--- src/rtl/core_pkg.sv ---
// Shared constants for the data-memory bridge: funct3 access codes,
// store size codes and the bridge FSM state encoding.
package core_pkg;

   // funct3 load/store size and sign codes
   localparam logic [2:0] F3_B  = 3'b000;
   localparam logic [2:0] F3_H  = 3'b001;
   localparam logic [2:0] F3_W  = 3'b010;
   localparam logic [2:0] F3_BU = 3'b100;
   localparam logic [2:0] F3_HU = 3'b101;

   // Access size taken from funct3[1:0]; any other code is a word access
   localparam logic [1:0] SZ_B = 2'b00;
   localparam logic [1:0] SZ_H = 2'b01;

   typedef enum logic [1:0] {
      IDLE = 2'd0,
      BUSY = 2'd1,
      DONE = 2'd2
   } state_t;

endpackage

--- src/rtl/dmem_bridge_if.sv ---
// Simple req/ack data bus between the bridge (master) and memory (slave).
//   bus_req/bus_we/bus_addr/bus_wdata/bus_wstrb : master -> slave
//   bus_ack/bus_rdata                           : slave -> master, rdata valid with ack
interface dmem_bridge_if #(
   parameter int unsigned AW = 32
);
   logic          bus_req;
   logic          bus_we;
   logic [AW-1:0] bus_addr;
   logic [31:0]   bus_wdata;
   logic [3:0]    bus_wstrb;
   logic          bus_ack;
   logic [31:0]   bus_rdata;

   modport master (
      output bus_req, bus_we, bus_addr, bus_wdata, bus_wstrb,
      input  bus_ack, bus_rdata
   );

   modport slave (
      input  bus_req, bus_we, bus_addr, bus_wdata, bus_wstrb,
      output bus_ack, bus_rdata
   );
endinterface

--- src/rtl/dmem_lane.sv ---
// Byte-lane helper for the bridge, purely combinational.
//   st_size/st_lo/st_data : store size, address[1:0] and LSB-aligned data
//   strb_c/wdata_c        : byte strobes and lane-replicated store data
//   misaligned_c          : request violates natural alignment
//   ld_funct3/ld_lo/ld_rdata : registered load attributes and bus read word
//   load_c                : shifted and sign/zero-extended load value
module dmem_lane
   import core_pkg::*;
(
   input  logic [1:0]  st_size,
   input  logic [1:0]  st_lo,
   input  logic [31:0] st_data,
   input  logic [2:0]  ld_funct3,
   input  logic [1:0]  ld_lo,
   input  logic [31:0] ld_rdata,
   output logic [3:0]  strb_c,
   output logic [31:0] wdata_c,
   output logic        misaligned_c,
   output logic [31:0] load_c
);

   logic [31:0] shifted;

   // Store lanes: narrow data is replicated so any lane can pick it up
   always_comb begin
      strb_c  = 4'b1111;
      wdata_c = st_data;
      case (st_size)
         SZ_B: begin
            strb_c  = 4'b0001 << st_lo;
            wdata_c = {4{st_data[7:0]}};
         end
         SZ_H: begin
            strb_c  = 4'b0011 << st_lo;
            wdata_c = {2{st_data[15:0]}};
         end
         default: ;
      endcase
   end

   // Halfwords need an even address, words (including unused size 11) a 4-byte one
   assign misaligned_c = ((st_size == SZ_H) && st_lo[0]) ||
                         (st_size[1] && (st_lo != 2'b00));

   // Load: bring the addressed byte/half down to bit 0, then extend
   assign shifted = ld_rdata >> {ld_lo, 3'b000};

   always_comb begin
      load_c = shifted;
      case (ld_funct3)
         F3_B:    load_c = {{24{shifted[7]}}, shifted[7:0]};
         F3_H:    load_c = {{16{shifted[15]}}, shifted[15:0]};
         F3_BU:   load_c = {24'd0, shifted[7:0]};
         F3_HU:   load_c = {16'd0, shifted[15:0]};
         default: ;
      endcase
   end

endmodule

--- src/rtl/dmem_bridge.sv ---
// Memory-stage responder: turns an M-stage load/store into one req/ack bus
// transaction, freezes the pipeline meanwhile and returns extended load data.
//   clk, rst           : clock, synchronous active-high reset
//   i_m_*              : M-stage request (enables, funct3, address, store data)
//   o_m_memdata        : extended load data, valid while o_done
//   ex_stall           : pipeline freeze (combinational)
//   o_done/o_misalign/o_bus_err : one-cycle completion/status pulses
//   bus                : master side of the data bus
module dmem_bridge
   import core_pkg::*;
#(
   parameter int unsigned TIMEOUT = 255,
   parameter int unsigned AW      = 32
) (
   input  logic        clk,
   input  logic        rst,
   input  logic        i_m_read_en,
   input  logic        i_m_write_en,
   input  logic [2:0]  i_m_funct3,
   input  logic [31:0] i_m_addr,
   input  logic [31:0] i_m_wdata,
   output logic [31:0] o_m_memdata,
   output logic        ex_stall,
   output logic        o_done,
   output logic        o_misalign,
   output logic        o_bus_err,
   dmem_bridge_if.master bus
);

   localparam int unsigned CW = 16;

   state_t        state_q, state_d;
   logic          req, misaligned, mis_pulse, accept, timeout_hit;
   logic [3:0]    lane_strb;
   logic [31:0]   lane_wdata, lane_load;

   logic          we_q;
   logic [AW-1:0] addr_q;
   logic [1:0]    lo_q;
   logic [2:0]    f3_q;
   logic [31:0]   wdata_q;
   logic [3:0]    strb_q;
   logic [CW-1:0] cnt_q;
   logic [31:0]   memdata_q;
   logic          err_q;

   dmem_lane u_lane (
      .st_size      (i_m_funct3[1:0]),
      .st_lo        (i_m_addr[1:0]),
      .st_data      (i_m_wdata),
      .ld_funct3    (f3_q),
      .ld_lo        (lo_q),
      .ld_rdata     (bus.bus_rdata),
      .strb_c       (lane_strb),
      .wdata_c      (lane_wdata),
      .misaligned_c (misaligned),
      .load_c       (lane_load)
   );

   assign req         = i_m_read_en | i_m_write_en;
   assign mis_pulse   = (state_q == IDLE) && req && misaligned;
   assign accept      = (state_q == IDLE) && req && !misaligned;
   assign timeout_hit = (cnt_q == CW'(TIMEOUT - 1));

   // Freeze until DONE; a rejected misaligned access never stalls
   assign ex_stall = req && (state_q != DONE) && !mis_pulse;

   // FSM state register
   always_ff @(posedge clk) begin
      if (rst) state_q <= IDLE;
      else     state_q <= state_d;
   end

   // Next-state logic; ack wins over a simultaneous timeout
   always_comb begin
      state_d = state_q;
      case (state_q)
         IDLE:    if (accept) state_d = BUSY;
         BUSY:    if (bus.bus_ack || timeout_hit) state_d = DONE;
         DONE:    state_d = IDLE;
         default: state_d = IDLE;
      endcase
   end

   // Request capture, timeout counter and result registers
   always_ff @(posedge clk) begin
      if (rst) begin
         we_q      <= 1'b0;
         addr_q    <= '0;
         lo_q      <= 2'b00;
         f3_q      <= 3'b000;
         wdata_q   <= '0;
         strb_q    <= 4'b0000;
         cnt_q     <= '0;
         memdata_q <= '0;
         err_q     <= 1'b0;
      end else begin
         case (state_q)
            IDLE: begin
               if (accept) begin
                  we_q    <= i_m_write_en;
                  addr_q  <= {i_m_addr[AW-1:2], 2'b00};
                  lo_q    <= i_m_addr[1:0];
                  f3_q    <= i_m_funct3;
                  wdata_q <= i_m_write_en ? lane_wdata : 32'd0;
                  strb_q  <= i_m_write_en ? lane_strb  : 4'b0000;
                  cnt_q   <= '0;
               end
            end
            BUSY: begin
               cnt_q <= cnt_q + CW'(1);
               if (bus.bus_ack) begin
                  memdata_q <= we_q ? 32'd0 : lane_load;
               end else if (timeout_hit) begin
                  memdata_q <= 32'd0;
                  err_q     <= 1'b1;
               end
            end
            DONE:    err_q <= 1'b0;
            default: ;
         endcase
      end
   end

   assign o_m_memdata = memdata_q;
   assign o_done      = (state_q == DONE) || mis_pulse;
   assign o_misalign  = mis_pulse;
   assign o_bus_err   = err_q;

   assign bus.bus_req   = (state_q == BUSY);
   assign bus.bus_we    = we_q;
   assign bus.bus_addr  = addr_q;
   assign bus.bus_wdata = wdata_q;
   assign bus.bus_wstrb = strb_q;

endmodule

--- src/flat_wrapper.sv ---
// flat-port wrapper written by rule: the top's interface ports become plain ports
module dmem_bridge_flat import core_pkg::*;
#(
   parameter int unsigned TIMEOUT = 255,
   parameter int unsigned AW      = 32
)
  (clk, rst, i_m_read_en, i_m_write_en, i_m_funct3, i_m_addr, i_m_wdata, o_m_memdata, ex_stall, o_done, o_misalign, o_bus_err, bus_bus_req, bus_bus_we, bus_bus_addr, bus_bus_wdata, bus_bus_wstrb, bus_bus_ack, bus_bus_rdata);
  dmem_bridge_if #(.AW(AW)) bus_i ();
  input  logic clk;
  input  logic rst;
  input  logic i_m_read_en;
  input  logic i_m_write_en;
  input  logic [2:0] i_m_funct3;
  input  logic [31:0] i_m_addr;
  input  logic [31:0] i_m_wdata;
  output logic [31:0] o_m_memdata;
  output logic ex_stall;
  output logic o_done;
  output logic o_misalign;
  output logic o_bus_err;
  output wire logic [$bits(bus_i.bus_req)-1:0] bus_bus_req;
  output wire logic [$bits(bus_i.bus_we)-1:0] bus_bus_we;
  output wire logic [$bits(bus_i.bus_addr)-1:0] bus_bus_addr;
  output wire logic [$bits(bus_i.bus_wdata)-1:0] bus_bus_wdata;
  output wire logic [$bits(bus_i.bus_wstrb)-1:0] bus_bus_wstrb;
  input wire logic [$bits(bus_i.bus_ack)-1:0] bus_bus_ack;
  input wire logic [$bits(bus_i.bus_rdata)-1:0] bus_bus_rdata;
  assign bus_bus_req = bus_i.bus_req;
  assign bus_bus_we = bus_i.bus_we;
  assign bus_bus_addr = bus_i.bus_addr;
  assign bus_bus_wdata = bus_i.bus_wdata;
  assign bus_bus_wstrb = bus_i.bus_wstrb;
  assign bus_i.bus_ack = bus_bus_ack;
  assign bus_i.bus_rdata = bus_bus_rdata;
  dmem_bridge #(.TIMEOUT(TIMEOUT), .AW(AW)) u_core (.clk(clk), .rst(rst), .i_m_read_en(i_m_read_en), .i_m_write_en(i_m_write_en), .i_m_funct3(i_m_funct3), .i_m_addr(i_m_addr), .i_m_wdata(i_m_wdata), .o_m_memdata(o_m_memdata), .ex_stall(ex_stall), .o_done(o_done), .o_misalign(o_misalign), .o_bus_err(o_bus_err), .bus(bus_i));
endmodule
--- config.mk ---
export PLATFORM = sky130hd
export DESIGN_NAME = dmem_bridge_flat
export DESIGN_NICKNAME = d
export VERILOG_FILES = /design/src/rtl/core_pkg.sv /design/src/rtl/dmem_bridge_if.sv /design/src/rtl/dmem_lane.sv /design/src/rtl/dmem_bridge.sv /design/src/flat_wrapper.sv
export SDC_FILE = /design/constraint.sdc
export NUM_CORES = 1
export LEC_CHECK = 0
export BUFFER_PORTS_ARGS = -buffer_cell sky130_fd_sc_hd__buf_2
export CAP_MARGIN = 20
export CORE_MARGIN = 4
export CORE_UTILIZATION = 35
export DETAILED_ROUTE_END_ITERATION = 12
export GPL_TIMING_DRIVEN = 0
export HOLD_SLACK_MARGIN = 0.05
export PLACE_DENSITY_LB_ADDON = 0.3
export SETUP_SLACK_MARGIN = 0.15
export SKIP_CTS_REPAIR_TIMING = 1
export SLEW_MARGIN = 20
export SYNTH_ARGS = -nofsm -noshare
export SYNTH_HDL_FRONTEND = slang
export SYNTH_HIERARCHICAL = 1
export SYNTH_SLANG_ARGS = --single-unit
--- constraint.sdc ---
create_clock -name clk -period 2.57 [get_ports clk]
set_input_delay 0.257 -clock clk [delete_from_list [all_inputs] [get_ports clk]]
set_output_delay 0.257 -clock clk [all_outputs]
set_load 0.01 [all_outputs]
==> results of run 1 <==
-- area by class of cell --
class,instances,area [um^2],area share [%]
multi-input combinational,498,3072,39.63
inverter,10,37.54,0.4843
buffer,69,337.8,4.358
sequential,123,2462,31.77
clock inverter,8,71.32,0.9201
timing repair buffer,206,1031,13.30
tap,220,275.3,3.551
clock buffer,22,464.2,5.989
-- metal layers --
| layer | wire (um) | part of all wire, % | vias up |
|---|---|---|---|
| li1 | - | - | 2968 |
| met1 | 8326 | 44 | 2790 |
| met2 | 8695 | 46 | 202 |
| met3 | 1657 | 8.8 | 13 |
| met4 | 213 | 1.1 | 0 |
| met5 | 0 | 0 | - |
-- worst reg2reg max path: cells and delay by family, from the launching register on --
family	cells	cell delay (ps)
compound gates	2	490
fa+ha+maj	1	190
buf+inv	4	620
flops	1	310
simple gates	1	520
-- logic make-up (layout without fill, tap and decap cells) --
logic type / count (synthesis) / count (layout) / synth area share [%]
and+or+nand+nor: 236 / 236 / 19.06
AOI/OAI and AO/OA: 207 / 207 / 23.10
DFF: 123 / 123 / 41.71
buffers and inverters: 79 / 315 / 6.316
muxes: 46 / 46 / 8.330
adders and majority gates: 6 / 6 / 1.272
other: 1 / 2 / 0.06353
xor gates and xnor gates: 1 / 1 / 0.1484
-- stage by stage --
step	hold WS, ps	util [%]	instance area [um^2]	setup slack [ps]	instances
6_report	80.60	46.74	7751	344.0	1156
3_5_place_dp	441.7	43.50	7213	-237.7	1126
4_1_cts	60.63	46.73	7749	191.4	1156
2_1_floorplan	393.0	-	5907	621.3	700
3_3_place_gp	437.9	43.50	7213	-225.1	1126
5_1_grt	69.61	46.74	7751	159.7	1156
-- state kept, by name (all words and copies together), names as in the netlist --
signal / cells
u_core/state_q: 2
u_core/o_m_memdata: 32
u_core/bus.bus_wdata: 32
u_core/cnt_q: 16
u_core/bus.bus_wstrb: 4
u_core/bus.bus_we: 1
u_core/lo_q: 2
u_core/bus.bus_addr: 30
u_core/f3_q: 3
u_core/o_bus_err: 1
-- power by group through the flow --
stage          clock, mW  sequential, mW  combinational [mW]
2_1_floorplan          0            2.36                1.09
3_3_place_gp           0            2.28                1.82
3_5_place_dp           0            2.29                1.83
4_1_cts             2.25            2.25                1.83
5_1_grt             2.34            2.27                2.02
6_report            2.20            2.25                1.82
-- final timing paths --
| check | startpoint | end | slack [ps] | depth (start not counted) |
|---|---|---|---|---|
| min | i_m_addr[13] | u_core/bus.bus_addr[13] | 80 | 3 |
| max reg2reg | u_core/state_q[1] | u_core/cnt_q[13] | 360 | 8 |
| max | i_m_funct3[1] | u_core/bus.bus_addr[30] | 340 | 10 |
| min reg2reg | u_core/bus.bus_wstrb[2] | u_core/bus.bus_wstrb[2] | 450 | 2 |
-- cells in the final DEF, fill, tap and decap left out, types with 3 or more instances in the layout --
master / n
a211oi_1: 7
a21oi_1: 108
a32o_1: 32
buf_1: 9
buf_2: 216
buf_4: 13
clkbuf_1: 36
clkbuf_16: 17
clkinv_2: 5
dfxtp_1: 123
ha_1: 6
inv_1: 9
mux2_2: 17
mux2i_1: 27
nand2_1: 130
nand2b_1: 3
nand3_1: 42
nor2_1: 8
nor2b_1: 9
o21ai_0: 18
o22ai_1: 8
o2bb2ai_1: 8
o31ai_1: 9
or2_2: 10
or4_1: 11
==> summary.txt, run 1 <==
Yosys
  • Yosys top cell by area: dfxtp_1
  • Most common cell in the netlist: nand2_1
  • Synth Flop Type: dfxtp_1
  • Post-synth EDFFs: 0
  • Synth Cell Area: 5903 um^2
  • Synth warnings: 6
  • Post-synth cell types: 61
  • Sequential share of the synthesized area: 41.71%
  • Number of synthesized register bits: 123
  • Commonest cells in the netlist: nand2_1, dfxtp_1, a21oi_1
  • Syn Area/Cell: 8.445 um^2
  • Main area contributors after synthesis: dfxtp_1, a21oi_1, nand2_1
  • Post-synth top area share: 41.71%
  • Post-synthesis async set-or-reset flop share: 0%
  • Post-synthesis cell count: 699

Worst setup path
  • Worst Path Max Fanout: 10
  • Setup Crit Path Kind: in -> reg
  • CP cell instances: buf_2 -> buf_2 -> clkbuf_1 -> o21ai_0 -> nand2_1 -> nand2b_1 -> clkbuf_2 -> buf_1 -> nand2_1 -> a21oi_1
  • Crit-path max cell delay: 440 ps
  • Worst path bufs/invs: 5
  • Worst path slowest cell: buf_1
  • Worst setup EP type: flip-flop
  • CP Launch Type: input port
  • Critical path data required time: 2910 ps
  • Delay-heaviest family, CP: buffers and inverters
  • CP arrival: 2560 ps

Power
  • Design Power: 6.270 mW
  • Comb pwr share: 29.1%
  • Lkg Pwr: 3.281 nW
  • Switching share of total power: 33.27%
  • Clock share of power: 35.1%
  • Peak VDD IR: 0.4996 mV
  • Sequential power share: 35.8%
  • Net Sw Power: 2.086 mW
  • Pwr dens: 809.0 nW/um^2
  • P_int: 4.184 mW

STA
  • RSZ-0062 raised after global routing: false
  • TNS Setup: 0 ps
  • Fin Clk Skew: 13.57 ps
  • Max Clk Rate: 449.2 MHz
  • Tcrit/Tclk final: 86.61%
  • # setup viols final: 0
  • Crit path time final: 2226 ps
  • Hold violation count in the final report: 0
  • Slew Limit Fails: 0
  • Worst Max-Slew Pin Slew: 648.4 ps
  • Rel. slew slack: 56.32%

Global routing
  • Global-route met1 utilization: 24.41%
  • Initial antenna violation count: 0
  • M2 GR Usage: 31.05%
  • Vias in the first global route: 5760
  • Largest net degree at the start of global routing: 17
  • GRT met3 Usage: 6.713%
  • First-pass GRT wire length: 28.95 mm
  • GRT Overall Usage: 19.33%
  • Grt total ovfl: 0
  • Layer with the highest usage: met2

Floorplan
  • Core Rows: 47
  • Num ports: 210
  • Die Span Y: 137.9 um
  • Starting Density: 35.60%
  • Core Region: 16580 um^2
  • Die X: 137.9 um
  • DIE AREA: 19010 um^2

CTS
  • CTS Root Cell: clkbuf_16
  • CTS clock-pin slew for the worst setup and hold paths: 50 ps
  • Clk_lat worst skew: 410 ps
  • Num CTS Buffers: 17
  • CTS Sinks: 123
  • Clock Path Buffers: 2
  • H-tree depth: 4
  • CTS tree: yes

Detailed routing
  • Initial drt markers: 280
  • ANT nets after route: 0
  • Via count: 5973
  • Residual DRC: 0
  • WL/cell: 16.34 um
  • Via density: 5.167
  • Final wirelength: 18.89 mm
  • Initial DRT Pass Iterations: 4

Final layout
  • Layout area overhead: 31.31%
  • Nets: 1035
  • Layout cells sized above 1: 32.26%
  • Fill count: 1714
  • Antenna diodes: 0

Place
  • Gpl congestion: 0.8366
  • I/O Buffers: 206
  • Detailed placer's ending HPWL: 14.34 mm

Status
  • Status: completed

Hold path
  • Worst Hold Class: in -> reg

Job
  • Max capacitance violation total: 0
Power figures use the tool's default switching activity.
==> inputs of run 2 (changes only) <==
- ABC_AREA: unset -> 1
==> summary.txt, run 2 <==
STA
  • RSZ-0062 raised after global routing: false (unchanged)
  • # setup viols final: 0 (unchanged)
  • TNS Setup: 0 ps (unchanged)
  • Hold Slack: 76.31 ps (was 80.60 ps)
  • Worst Max-Slew Pin Slew: 563.5 ps (was 648.4 ps)
  • Slew Limit Fails: 0 (unchanged)
  • Fin Clk Skew: 7.823 ps (was 13.57 ps)
  • Rel. slew slack: 62.43% (was 56.32%)
  • Hold violation count in the final report: 0 (unchanged)
  • Crit path time final: 2074 ps (was 2226 ps)
  • Max Clk Rate: 482.2 MHz (was 449.2 MHz)
  • Tcrit/Tclk final: 80.69% (was 86.61%)

CTS
  • CTS tree: yes (unchanged)
  • CTS clock-pin slew for the worst setup and hold paths: 60 ps (was 50 ps)
  • H-tree depth: 4 (unchanged)
  • Clk_lat worst skew: 420 ps (was 410 ps)
  • Num CTS Buffers: 17 (unchanged)
  • CTS Sinks: 123 (unchanged)
  • CTS Root Cell: clkbuf_16 (unchanged)
  • Clock Path Buffers: 2 (unchanged)

Yosys
  • Main area contributors after synthesis: dfxtp_1, nand2_1, a21oi_1 (was dfxtp_1, a21oi_1, nand2_1)
  • Yosys top cell by area: dfxtp_1 (unchanged)
  • Post-synthesis cell count: 894 (was 699)
  • Post-synth EDFFs: 0 (unchanged)
  • Synth Cell Area: 6086 um^2 (was 5903 um^2)
  • Commonest cells in the netlist: nand2_1, a21oi_1, dfxtp_1 (was nand2_1, dfxtp_1, a21oi_1)
  • Sequential share of the synthesized area: 40.46% (was 41.71%)
  • Number of synthesized register bits: 123 (unchanged)
  • Post-synthesis async set-or-reset flop share: 0% (unchanged)
  • Synth warnings: 6 (unchanged)
  • Synth Flop Type: dfxtp_1 (unchanged)
  • Post-synth top area share: 40.46% (was 41.71%)
  • Syn Area/Cell: 6.807 um^2 (was 8.445 um^2)
  • Most common cell in the netlist: nand2_1 (unchanged)
  • Post-synth cell types: 38 (was 61)

Worst setup path
  • Setup crit start: u_core/state_q[1] (was i_m_funct3[1])
  • End of the critical path: ex_stall (was u_core/bus.bus_addr[30])
  • Setup Crit Path Kind: reg -> out (was in -> reg)
  • R2R cell count: 8 (unchanged)
  • Worst setup EP type: primary output (was flip-flop)
  • Critical path data required time: 2310 ps (was 2910 ps)
  • CP arrival: 1820 ps (was 2560 ps)
  • Worst Path Max Fanout: 3 (was 10)
  • R2r endpoint: u_core/o_m_memdata[17] (was u_core/cnt_q[13])
  • CP Launch Type: flip-flop (was input port)
  • Worst r2r src: u_core/state_q[1] (unchanged)
  • Worst reg2reg setup slack: 620 ps (was 360 ps)

Final layout
  • Commonest non-fill, non-tap cell in the layout: nand2_1 (was buf_2)
  • Antenna diodes: 0 (unchanged)
  • Fin cells: 1353 (was 1156)
  • Nets: 1230 (was 1035)
  • Most frequent cells in the layout: nand2_1, buf_2, a21oi_1 (was buf_2, nand2_1, dfxtp_1)
  • Layout area overhead: 31.37% (was 31.31%)
  • Layout cells sized above 1: 28.60% (was 32.26%)

Global routing
  • M2 GR Usage: 32.44% (was 31.05%)
  • First-pass GRT wire length: 31.64 mm (was 28.95 mm)
  • Layer with the highest usage: met2 (unchanged)
  • Global-route met1 utilization: 25.33% (was 24.41%)
  • Initial antenna violation count: 0 (unchanged)
  • GRT met3 Usage: 6.861% (was 6.713%)
  • Largest net degree at the start of global routing: 17 (unchanged)
  • GRT Overall Usage: 19.86% (was 19.33%)
  • Vias in the first global route: 6244 (was 5760)
  • Grt total ovfl: 0 (unchanged)

Detailed routing
  • ANT nets after route: 0 (unchanged)
  • Initial drt markers: 333 (was 280)
  • Final wirelength: 19.90 mm (was 18.89 mm)
  • WL/cell: 14.71 um (was 16.34 um)
  • Residual DRC: 0 (unchanged)
  • Via density: 4.844 (was 5.167)
  • Via count: 6554 (was 5973)
  • Initial DRT Pass Iterations: 5 (was 4)

Place
  • I/O Buffers: 206 (unchanged)
  • Gpl congestion: 0.9302 (was 0.8366)
  • Detailed placer's ending HPWL: 14.99 mm (was 14.34 mm)
  • Placed Cells: 1321 (was 1126)

Floorplan
  • Die Span Y: 139.9 um (was 137.9 um)
  • Die X: 139.9 um (was 137.9 um)
  • Num ports: 210 (unchanged)
  • Core Rows: 47 (unchanged)
  • Starting Density: 36.19% (was 35.60%)
  • DIE AREA: 19560 um^2 (was 19010 um^2)
  • Core Region: 16820 um^2 (was 16580 um^2)

Hold path
  • Worst Hold Class: in -> reg (unchanged)

Power
  • Pwr dens: 818.1 nW/um^2 (was 809.0 nW/um^2)
  • Lkg Pwr: 3.817 nW (was 3.281 nW)
  • Peak VDD IR: 0.4844 mV (was 0.4996 mV)

Job
  • Max capacitance violation total: 0 (unchanged)

Status
  • Status: completed (unchanged)
run 2: changes by cell type after synthesis, moves of 21 or more:
cell,change
nand3_1,+23
nor2_1,+37
nand2_1,+206
inv_1,+32
a32o_1,-32
mux2i_1,-27
a21oi_1,+21
run 2: final cells by class:
cell class | instances | area [um^2]
multi-input combinational | 659 | 3048
fill | 1788 | 8823
clock buffer | 18 | 439.2
clock inverter | 14 | 160.2
timing repair buffer | 206 | 1031
sequential | 123 | 2462
inverter | 46 | 180.2
buffer | 67 | 399.1
tap | 220 | 275.3
run 2: power by group:
part,switching (mW),internal (mW)
combinational,1.19,0.673
sequential,0.113,2.11
clock,0.974,1.48
run 2: cell families (layout without fill, tap and decap cells):
family                   count (synthesis)  count (layout)  synth area share [%]
AO/OA/AOI/OAI                          170             170                 14.70
adder cells (fa/ha/maj)                  6               6                 1.234
buffers and inverters                  113             351                 9.519
flip-flops                             123             123                 40.46
other                                    1               2               0.06162
AND/OR/NAND/NOR                        481             481                 34.03
run 2: worst min path at each step:
stage | depth (start not counted) | to | startpoint
finish | 3 | u_core/bus.bus_addr[18] | i_m_addr[18]
global route | 3 | u_core/bus.bus_addr[25] | i_m_addr[25]
CTS | 3 | u_core/bus.bus_addr[23] | i_m_addr[23]
detailed placement | 2 | u_core/o_m_memdata[11] | u_core/o_m_memdata[11]
global placement | 2 | u_core/bus.bus_addr[13] | u_core/bus.bus_addr[13]
floorplan | 2 | u_core/bus.bus_addr[2] | i_m_addr[2]
run 2: per-layer routing:
layer	part of all wire (%)	wire length (um)	up-vias
met1	44	8659	2931
met5	0	0	-
li1	-	-	3329
met3	9.4	1876	12
met4	0.72	144	0
met2	46	9224	282
run 2: critical path, stage by stage, from the launching register on:
cell,delay [ps]
dfxtp_1,370
inv_1,90
ha_1,220
inv_1,60
nor2_1,50
nand2_1,80
nand2_1,70
or2_2,270
inv_1,50
buf_2,120
run 2: per-stage QoR:
stage / cell area, um^2 / util [%] / power (mW) / worst slack [ps]
floorplan: 6090 / - / 3.480 / 945.0
global route: 7995 / 47.54 / 6.941 / 367.3
global placement: 7396 / 43.97 / 4.126 / 381.7
CTS: 7995 / 47.54 / 6.619 / 467.2
detailed placement: 7396 / 43.97 / 4.136 / 398.2
finish: 7995 / 47.54 / 6.541 / 496.2
==> inputs of run 3 (changes only) <==
- clock period: 2.57 -> 1.95 ns (I/O delays scaled with it)
==> summary.txt, run 3 (synthesis gave the netlist of run 2 again) <==
Final layout
  • Util after Layout: 49.94% (was 47.54%)
  • Nets: 1266 (was 1230)
  • Commonest non-fill, non-tap cell in the layout: nand2_1 (unchanged)
  • Fin cells: 1389 (was 1353)
  • Layout cells sized above 1: 29.08% (was 28.60%)
  • Fill count: 1736 (was 1788)
  • Layout area overhead: 38.01% (was 31.37%)
  • Most frequent cells in the layout: nand2_1, buf_2, a21oi_1 (unchanged)
  • Antenna diodes: 0 (unchanged)

Worst setup path
  • Critical path data required time: 1750 ps (was 2310 ps)
  • Most used cell, CP: nand2_1 (was inv_1)
  • Worst path slowest cell: dfxtp_4 (was dfxtp_1)
  • Worst Path Max Fanout: 3 (unchanged)
  • CP cell instances: inv_4 -> ha_4 -> inv_2 -> nor2_2 -> nand2_1 -> nand2_1 -> or2_4 -> inv_1 -> buf_2 (was inv_1 -> ha_1 -> inv_1 -> nor2_1 -> nand2_1 -> nand2_1 -> or2_2 -> inv_1 -> buf_2)
  • Delay-heaviest family, CP: simple AND/OR/NAND/NOR gates (unchanged)
  • CP arrival: 1630 ps (was 1820 ps)
  • Crit-path max cell delay: 370 ps (about the same)
  • Worst path bufs/invs: 4 (unchanged)
  • Setup Crit Path Kind: reg -> out (unchanged)
  • CP Launch Type: flip-flop (unchanged)
  • Worst setup EP type: primary output (unchanged)

Place
  • Detailed placer's ending HPWL: 14.99 mm (unchanged)
  • I/O Buffers: 206 (unchanged)
  • Placed Cells: 1321 (unchanged)
  • Gpl congestion: 0.9302 (unchanged)
  • Pre-CTS WS: -159.8 ps (was 398.2 ps)

Power
  • Peak VDD IR: 0.6437 mV (was 0.4844 mV)
  • Design Power: 8.843 mW (was 6.541 mW)
  • Pwr dens: 1053 nW/um^2 (was 818.1 nW/um^2)
  • Lkg Pwr: 3.981 nW (was 3.817 nW)

STA
  • Worst Slack Setup Final: 128.2 ps (was 496.2 ps)
  • TNS Setup: 0 ps (unchanged)
  • Crit path time final: 1822 ps
  • Hold violation count in the final report: 0 (unchanged)
  • Slew Limit Fails: 0 (unchanged)
  • Tcrit/Tclk final: 93.42%
  • Fin Clk Skew: 9.252 ps (was 7.823 ps)
  • # setup viols final: 0 (unchanged)
  • Max Clk Rate: 548.9 MHz
  • RSZ-0062 raised after global routing: true (was false)
  • Worst Max-Slew Pin Slew: 593.3 ps (was 563.5 ps)
  • Rel. slew slack: 60.44% (was 62.43%)

Global routing
  • Initial antenna violation count: 0 (unchanged)
  • First-pass GRT wire length: 31.64 mm (unchanged)
  • Grt total ovfl: 0 (unchanged)
  • Largest net degree at the start of global routing: 17 (unchanged)
  • GRT Overall Usage: 19.86% (unchanged)
  • Vias in the first global route: 6244 (unchanged)

Detailed routing
  • Via density: 4.865 (was 4.844)
  • Initial DRT Pass Iterations: 5 (unchanged)
  • Via count: 6757 (was 6554)
  • Final wirelength: 20.52 mm (was 19.90 mm)
  • Residual DRC: 0 (unchanged)
  • Initial drt markers: 354 (was 333)
  • WL/cell: 14.77 um (was 14.71 um)
  • ANT nets after route: 0 (unchanged)

CTS
  • CTS tree: yes (unchanged)
  • Clock Path Buffers: 2 (unchanged)
  • CTS Root Cell: clkbuf_16 (unchanged)
  • CTS clock-pin slew for the worst setup and hold paths: 60 ps (about the same)
  • CTS Sinks: 123 (unchanged)
  • Num CTS Buffers: 17 (unchanged)
  • H-tree depth: 4 (unchanged)
  • Clk_lat worst skew: 420 ps (about the same)

Floorplan
  • Num ports: 210 (unchanged)
  • Starting Density: 36.19% (unchanged)
  • DIE AREA: 19560 um^2 (unchanged)
  • Core Region: 16820 um^2 (unchanged)
  • Die Span Y: 139.9 um (unchanged)
  • Core Rows: 47 (unchanged)
  • Die X: 139.9 um (unchanged)

Job
  • Max capacitance violation total: 0 (unchanged)

Hold path
  • Worst Hold Class: in -> reg (unchanged)

Status
  • Status: completed (unchanged)
==> run 3: cell count changes in the layout (fill, tap and decap cells not counted), moves of 2 or more <==
cell / change
buf_2: -2
buf_4: +6
clkbuf_4: +3
dfxtp_1: -2
dlygate4sd3_1: +30
inv_1: -3
inv_2: +2
nor2_1: -2
o21ai_2: -2
o21ai_4: +2
==> run 3: worst register-to-register path, cell delays in order (launching register included) <==
cell and delay (ps):
dfxtp_2 350, buf_4 110, ha_1 150, clkbuf_4 200, inv_1 90, o21ai_4 270
buf_6 180, nand2_2 70, a21oi_2 130, o21a_1 130
==> run 3: routing by layer <==
layer	GRT usage (%)	vias up	wire, um
li1	-	3400	-
met1	25.33	3071	8873
met2	32.44	272	9666
met3	6.861	14	1825
met4	4.691	0	153
met5	0	-	0
==> run 3: layout make-up <==
class	instances	area (um^2)	share of cell area, %
timing repair buffer	242	1374	16.36
inverter	46	182.7	2.175
buffer	67	410.4	4.886
clock buffer	18	439.2	5.229
multi-input combinational	659	3090	36.79
sequential	123	2467	29.38
clock inverter	14	160.2	1.907
tap	220	275.3	3.277
==> run 3: per-stage QoR <==
| stage | hold WS, ps | area (um^2) |
|---|---|---|
| 2_1_floorplan | 338.8 | 6090 |
| 3_3_place_gp | 444.5 | 7396 |
| 3_5_place_dp | 450.3 | 7396 |
| 4_1_cts | -5.582 | 7995 |
| 5_1_grt | 53.84 | 8399 |
| 6_report | 32.80 | 8399 |
==> run 3: report_power, final <==
part | switching, mW | total, mW | internal (mW) | leakage [nW]
logic | 1.64 | 2.66 | 1.02 | 2.69
clock network | 1.29 | 3.24 | 1.95 | 0.292
registers | 0.155 | 2.94 | 2.78 | 1.00
total | 3.09 | 8.84 | 5.75 | 3.98
==> run 3: final timing paths <==
check,from,to,slack [ps],depth (start not counted)
worst max-delay path,u_core/state_q[1],ex_stall,130,9
worst min-delay path,i_m_funct3[2],u_core/f3_q[2],30,3
worst max register to register,u_core/state_q[0],u_core/cnt_q[6],230,9
worst min register to register,u_core/o_m_memdata[11],u_core/o_m_memdata[11],460,2
